==> src/rtl/serial_adder_ctrl.sv <==
// Bit-serial adder: one full-adder cell stepped LSB-first over WIDTH cycles,
// with valid/ready handshakes on both the operand and the result side.
module serial_adder_ctrl #(
  parameter int WIDTH = 8
) (
  input  logic             clk,
  input  logic             rstN,
  input  logic             inValid,
  output logic             inReady,
  input  logic [WIDTH-1:0] A,
  input  logic [WIDTH-1:0] B,
  input  logic             Cin,
  output logic             outValid,
  input  logic             outReady,
  output logic [WIDTH-1:0] sum,
  output logic             Cout,
  output logic             busy
);

  localparam int             CW       = $clog2(WIDTH) + 1;
  localparam logic [CW-1:0]  LAST_CNT = CW'(WIDTH - 1);

  typedef enum logic [1:0] {
    IDLE = 2'd0,
    RUN  = 2'd1,
    DONE = 2'd2
  } state_t;

  state_t           state_reg;
  logic [WIDTH-1:0] a_sh_reg;
  logic [WIDTH-1:0] b_sh_reg;
  logic [WIDTH-1:0] sum_reg;
  logic [WIDTH-1:0] sum_shift;
  logic [CW-1:0]    cnt_reg;
  logic             carry_reg;
  logic             cout_reg;
  logic             out_valid_reg;
  logic             busy_reg;
  logic             fa_sum;
  logic             fa_cout;

  assign fa_sum  = a_sh_reg[0] ^ b_sh_reg[0] ^ carry_reg;
  assign fa_cout = (a_sh_reg[0] & b_sh_reg[0]) | (a_sh_reg[0] & carry_reg) |
                   (b_sh_reg[0] & carry_reg);

  // Written as shift-then-overwrite so WIDTH=1 needs no special case.
  always_comb begin
    sum_shift            = sum_reg >> 1;
    sum_shift[WIDTH-1]   = fa_sum;
  end

  assign inReady  = (state_reg == IDLE);
  assign outValid = out_valid_reg;
  assign sum      = sum_reg;
  assign Cout     = cout_reg;
  assign busy     = busy_reg;

  always_ff @(posedge clk or negedge rstN) begin
    if (!rstN) begin
      state_reg     <= IDLE;
      a_sh_reg      <= '0;
      b_sh_reg      <= '0;
      sum_reg       <= '0;
      cnt_reg       <= '0;
      carry_reg     <= 1'b0;
      cout_reg      <= 1'b0;
      out_valid_reg <= 1'b0;
      busy_reg      <= 1'b0;
    end else begin
      case (state_reg)
        IDLE: begin
          if (inValid) begin
            a_sh_reg  <= A;
            b_sh_reg  <= B;
            carry_reg <= Cin;
            cnt_reg   <= '0;
            sum_reg   <= '0;
            busy_reg  <= 1'b1;
            state_reg <= RUN;
          end
        end
        RUN: begin
          sum_reg   <= sum_shift;
          carry_reg <= fa_cout;
          a_sh_reg  <= a_sh_reg >> 1;
          b_sh_reg  <= b_sh_reg >> 1;
          cnt_reg   <= cnt_reg + 1'b1;
          if (cnt_reg == LAST_CNT) begin
            cout_reg      <= fa_cout;
            out_valid_reg <= 1'b1;
            state_reg     <= DONE;
          end
        end
        DONE: begin
          // Result stays frozen until the consumer takes it.
          if (outReady) begin
            out_valid_reg <= 1'b0;
            busy_reg      <= 1'b0;
            state_reg     <= IDLE;
          end
        end
        default: begin
          out_valid_reg <= 1'b0;
          busy_reg      <= 1'b0;
          state_reg     <= IDLE;
        end
      endcase
    end
  end

endmodule

==> config.mk <==
export PLATFORM = sky130hd
export DESIGN_NAME = serial_adder_ctrl
export DESIGN_NICKNAME = d
export VERILOG_FILES = /design/src/rtl/serial_adder_ctrl.sv
export SDC_FILE = /design/constraint.sdc
export NUM_CORES = 1
export LEC_CHECK = 0
export CAP_MARGIN = 20
export CORE_UTILIZATION = 54
export DETAILED_ROUTE_END_ITERATION = 6
export PLACE_DENSITY = 0.84
export SKIP_LAST_GASP = 1
export SYNTH_ARGS = -nofsm -noshare
export SYNTH_HDL_FRONTEND = slang
export SYNTH_SLANG_ARGS = --single-unit
==> constraint.sdc <==
create_clock -name clk -period 2.69 [get_ports clk]
set_input_delay 0.6725 -clock clk [delete_from_list [all_inputs] [get_ports clk]]
set_output_delay 0.6725 -clock clk [all_outputs]
set_load 0.05 [all_outputs]
==> results of run 1 <==
-- critical path: cells and delay by family, from the launching register on --
| kind | cells | cell delay, ns |
|---|---|---|
| buffers and inverters | 1 | 0.80 |
| DFF | 1 | 0.48 |
| and+or+nand+nor | 1 | 0.13 |
-- power by group --
group | internal, W | switching [W] | total [W] | leakage (nW)
Combinational | 0.000480 | 0.000754 | 0.00123 | 0.454
Sequential | 0.000751 | 0.000171 | 0.000921 | 0.410
Clock | 0.000118 | 0.000161 | 0.000279 | 0.0302
Total | 0.00135 | 0.00109 | 0.00243 | 0.894
-- cell usage after synthesis, types with 2 or more instances --
cell / n / share of area [%]
sky130_fd_sc_hd__inv_1: 6 / 1.4
sky130_fd_sc_hd__buf_4: 2 / 0.95
sky130_fd_sc_hd__nor3b_1: 2 / 0.95
sky130_fd_sc_hd__o22ai_2: 14 / 11
sky130_fd_sc_hd__nand2_1: 24 / 5.7
sky130_fd_sc_hd__a21o_1: 3 / 1.4
sky130_fd_sc_hd__buf_2: 6 / 1.9
sky130_fd_sc_hd__nor2_1: 26 / 6.2
sky130_fd_sc_hd__mux2i_1: 2 / 1.3
sky130_fd_sc_hd__nand3_1: 12 / 3.8
sky130_fd_sc_hd__dfrtp_1: 34 / 54
sky130_fd_sc_hd__a31oi_1: 2 / 0.79
sky130_fd_sc_hd__o21ai_0: 5 / 1.6
sky130_fd_sc_hd__buf_6: 3 / 2.1
-- metrics by stage --
step | hold WS, ns | instance area, um^2 | util (%) | total power [W]
finish | 0.485 | 1930 | 70.0 | 0.00243
floorplan | 0.377 | 1580 | - | 0.00185
CTS | 0.494 | 1930 | 70.0 | 0.00245
global route | 0.519 | 1930 | 70.0 | 0.00261
detailed placement | 0.472 | 1880 | 68.1 | 0.00217
global placement | 0.460 | 1880 | 68.1 | 0.00211
-- cell type report --
cell class / count / area, um^2
inverter: 6 / 22.5
timing repair buffer: 35 / 343
multi-input combinational: 101 / 624
clock buffer: 6 / 51.3
fill: 215 / 827
tap: 31 / 38.8
sequential: 34 / 851
-- worst max path at each step --
stage                                    endpoint  depth (start not counted)  slack, ns                      from
after detailed placement  b_sh_reg[0]$_DFFE_PN0P_                          4       0.49                   inValid
final                                     inReady                          2       0.27  state_reg[0]$_DFFE_PN0P_
after floorplan                           inReady                          2       0.88  state_reg[0]$_DFFE_PN0P_
after global placement    a_sh_reg[0]$_DFFE_PN0P_                          4       0.54                   inValid
after CTS                                 inReady                          2       0.27  state_reg[0]$_DFFE_PN0P_
after global routing                      inReady                          2       0.18  state_reg[0]$_DFFE_PN0P_
-- layer usage --
| layer | share of wire [%] | track usage (%) | wire, um |
|---|---|---|---|
| met2 | 48 | 35.2 | 1470 |
| met1 | 42 | 26.9 | 1290 |
| met3 | 7.5 | 9.30 | 229 |
| met4 | 2.4 | 10.1 | 73 |
| met5 | 0 | 0 | 0 |
-- cells by family (layout without fill, tap and decap cells) --
logic type | count (synthesis) | count (layout)
AO/OA/AOI/OAI | 28 | 28
flip-flops | 34 | 34
multiplexers | 2 | 2
adder cells (fa/ha/maj) | 2 | 2
buffers and inverters | 17 | 47
AND/OR/NAND/NOR | 69 | 69
==> results.cfg, run 1 <==
[finish]
mostFrequentLayoutCell = sky130_fd_sc_hd__dfrtp_1
mostFrequentLayoutCells = sky130_fd_sc_hd__dfrtp_1, sky130_fd_sc_hd__clkdlybuf4s50_1, sky130_fd_sc_hd__nor2_1, sky130_fd_sc_hd__nand2_1, sky130_fd_sc_hd__o22ai_2
area_growth_syn_to_layout_pct = 22.5
drive_gt1_share_pct = 14.3
stdcell_count = 213
insertedDiodeCount = 0
final_net_count = 206

[route]
final_antenna_violating_net_count = 0
drt_iter0_drc = 37
routed_wire_length_per_instance_um = 14.4
wl_um = 3060
avgViaCountPerCell = 5.56
drtPass1Iterations = 4
route.detailed.drc = 0
detailroute.via_count = 1185

[synthesis]
avgSynthCellArea_um2 = 10.4
netlist-cell-type-count = 25
post_synthesis_async_set_or_reset_flop_share_pct = 100
mappedNetlistNets = 175
syn-instance-count = 152
yosys.area_share.xor_xnor_pct = 0
syn_area_um2 = 1580
yosys_warnings = 0
synth_fa_ha_area_share_pct = 2.06
muxShareOfSynthArea_pct = 1.27
synth_ff_type = sky130_fd_sc_hd__dfrtp_1
synthSimpleGateAreaFrac_pct = 19.2
synth_seq_area_share_pct = 54.0
compound_cell_area_share_of_the_yosys_netlist_pct = 17.1
postSynthRegisterBits = 34
synth_top_family_by_area = simple AND/OR/NAND/NOR gates
synth_enable_flop_cells = 0

[grt]
first_global_vias = 1163
grt_antenna_before_repair = 0
pin_count_of_the_biggest_net_entering_global_routing = 35
grt_first_pass_wirelength_um = 5220
grt.overflow.total = 0
grt_total_usage_pct = 22.4

[clocking]
cts_tree = done
cts-hold-fix-buffers = 0
tritoncts_num_sinks = 34
clock-root-buffer = sky130_fd_sc_hd__clkbuf_4
h-tree-depth = 2
cts_resized = 0
clock_latency_ns = 0.34
post-cts-setup-buffers = 0
cts.clk_slew.worst_paths_ns = 0.10
tritoncts.num_buffers = 5
clk_path_buf_depth = 2

[run_status]
outcome = completed

[timing]
timing.final.crit_share_pct = 90.1
hold_viol_final = 0
slew_viol_final = 0
fin_tns_setup_ns = 0
fmax_mhz = 413
setup-violations-final = 0
clock-skew-final_ns = 0.0109
worst_pin_slew_ns = 0.694
relSlewSlack_pct = 53.7
post-route-min-period_ns = 2.42
grt_setup_unrepaired = false
fin_ws_ns = 0.266

[setup_path]
worstPathMaxFanout = 9
slowest_stage = sky130_fd_sc_hd__clkdlybuf4s50_1
critical_path_class = flop to output port
setup.reg_to_reg.worst_slack_ns = 1.08
r2r-end = a_sh_reg[0]$_DFFE_PN0P_
element_type_at_the_critical_path_start = flop
timing.rr.start = state_reg[1]$_DFFE_PN0P_
cp-end-kind = output port
rr_worst_depth = 4
timing.critical_path.slowest_cell_delay_ns = 0.80
cp_cell_instances = nor2_1, clkdlybuf4s50_1
cp_data_arrival_time_ns = 1.75
worst_ep_required_time_ns = 2.02

[floorplan]
die-area_um2 = 3140
die_height_um = 56.0
core_area_um2 = 2760
initial_utilization_pct = 57.2
io-pin-count = 33
die_w_um = 56.0
rows = 19

[placed_design]
gpl.final_weighted_congestion = 0.688
hpwl_after_dpl_um = 2070
placedCellCount = 207
port_buf_inserts = 32
place_ws_ns = 0.488

[min_path]
timing.hold.worst.start = outValid$_DFFE_PN0P_
hold_path_class = flop to flop
whs_path_cells = 1
end_point_of_the_most_critical_hold_path = outValid$_DFFE_PN0P_

[pwr]
p_per_area_nw_per_um2 = 1260
vdd_drop_max_mv = 0.953
p_leak_nw = 0.894

[flow_run]
timing.max_cap.violations = 0
Note: power is estimated with default switching activity, not from simulation.
==> inputs of run 2 (changes only) <==
==> constraint.sdc (replaced) <==
create_clock -name clk -period 2.69 [get_ports clk]
set_input_delay 0.6725 -clock clk [delete_from_list [all_inputs] [get_ports clk]]
set_output_delay 0.6725 -clock clk [all_outputs]
set_load 0.01 [all_outputs]
==> results of run 2 <==
Same layout as run 1 (identical final DEF). Status: completed.
Main changes from that run: setup slack after layout 0.266 ns -> 0.533 ns; total power 0.00243 W -> 0.00218 W; worst IR drop on VDD 0.953 mV -> 0.757 mV
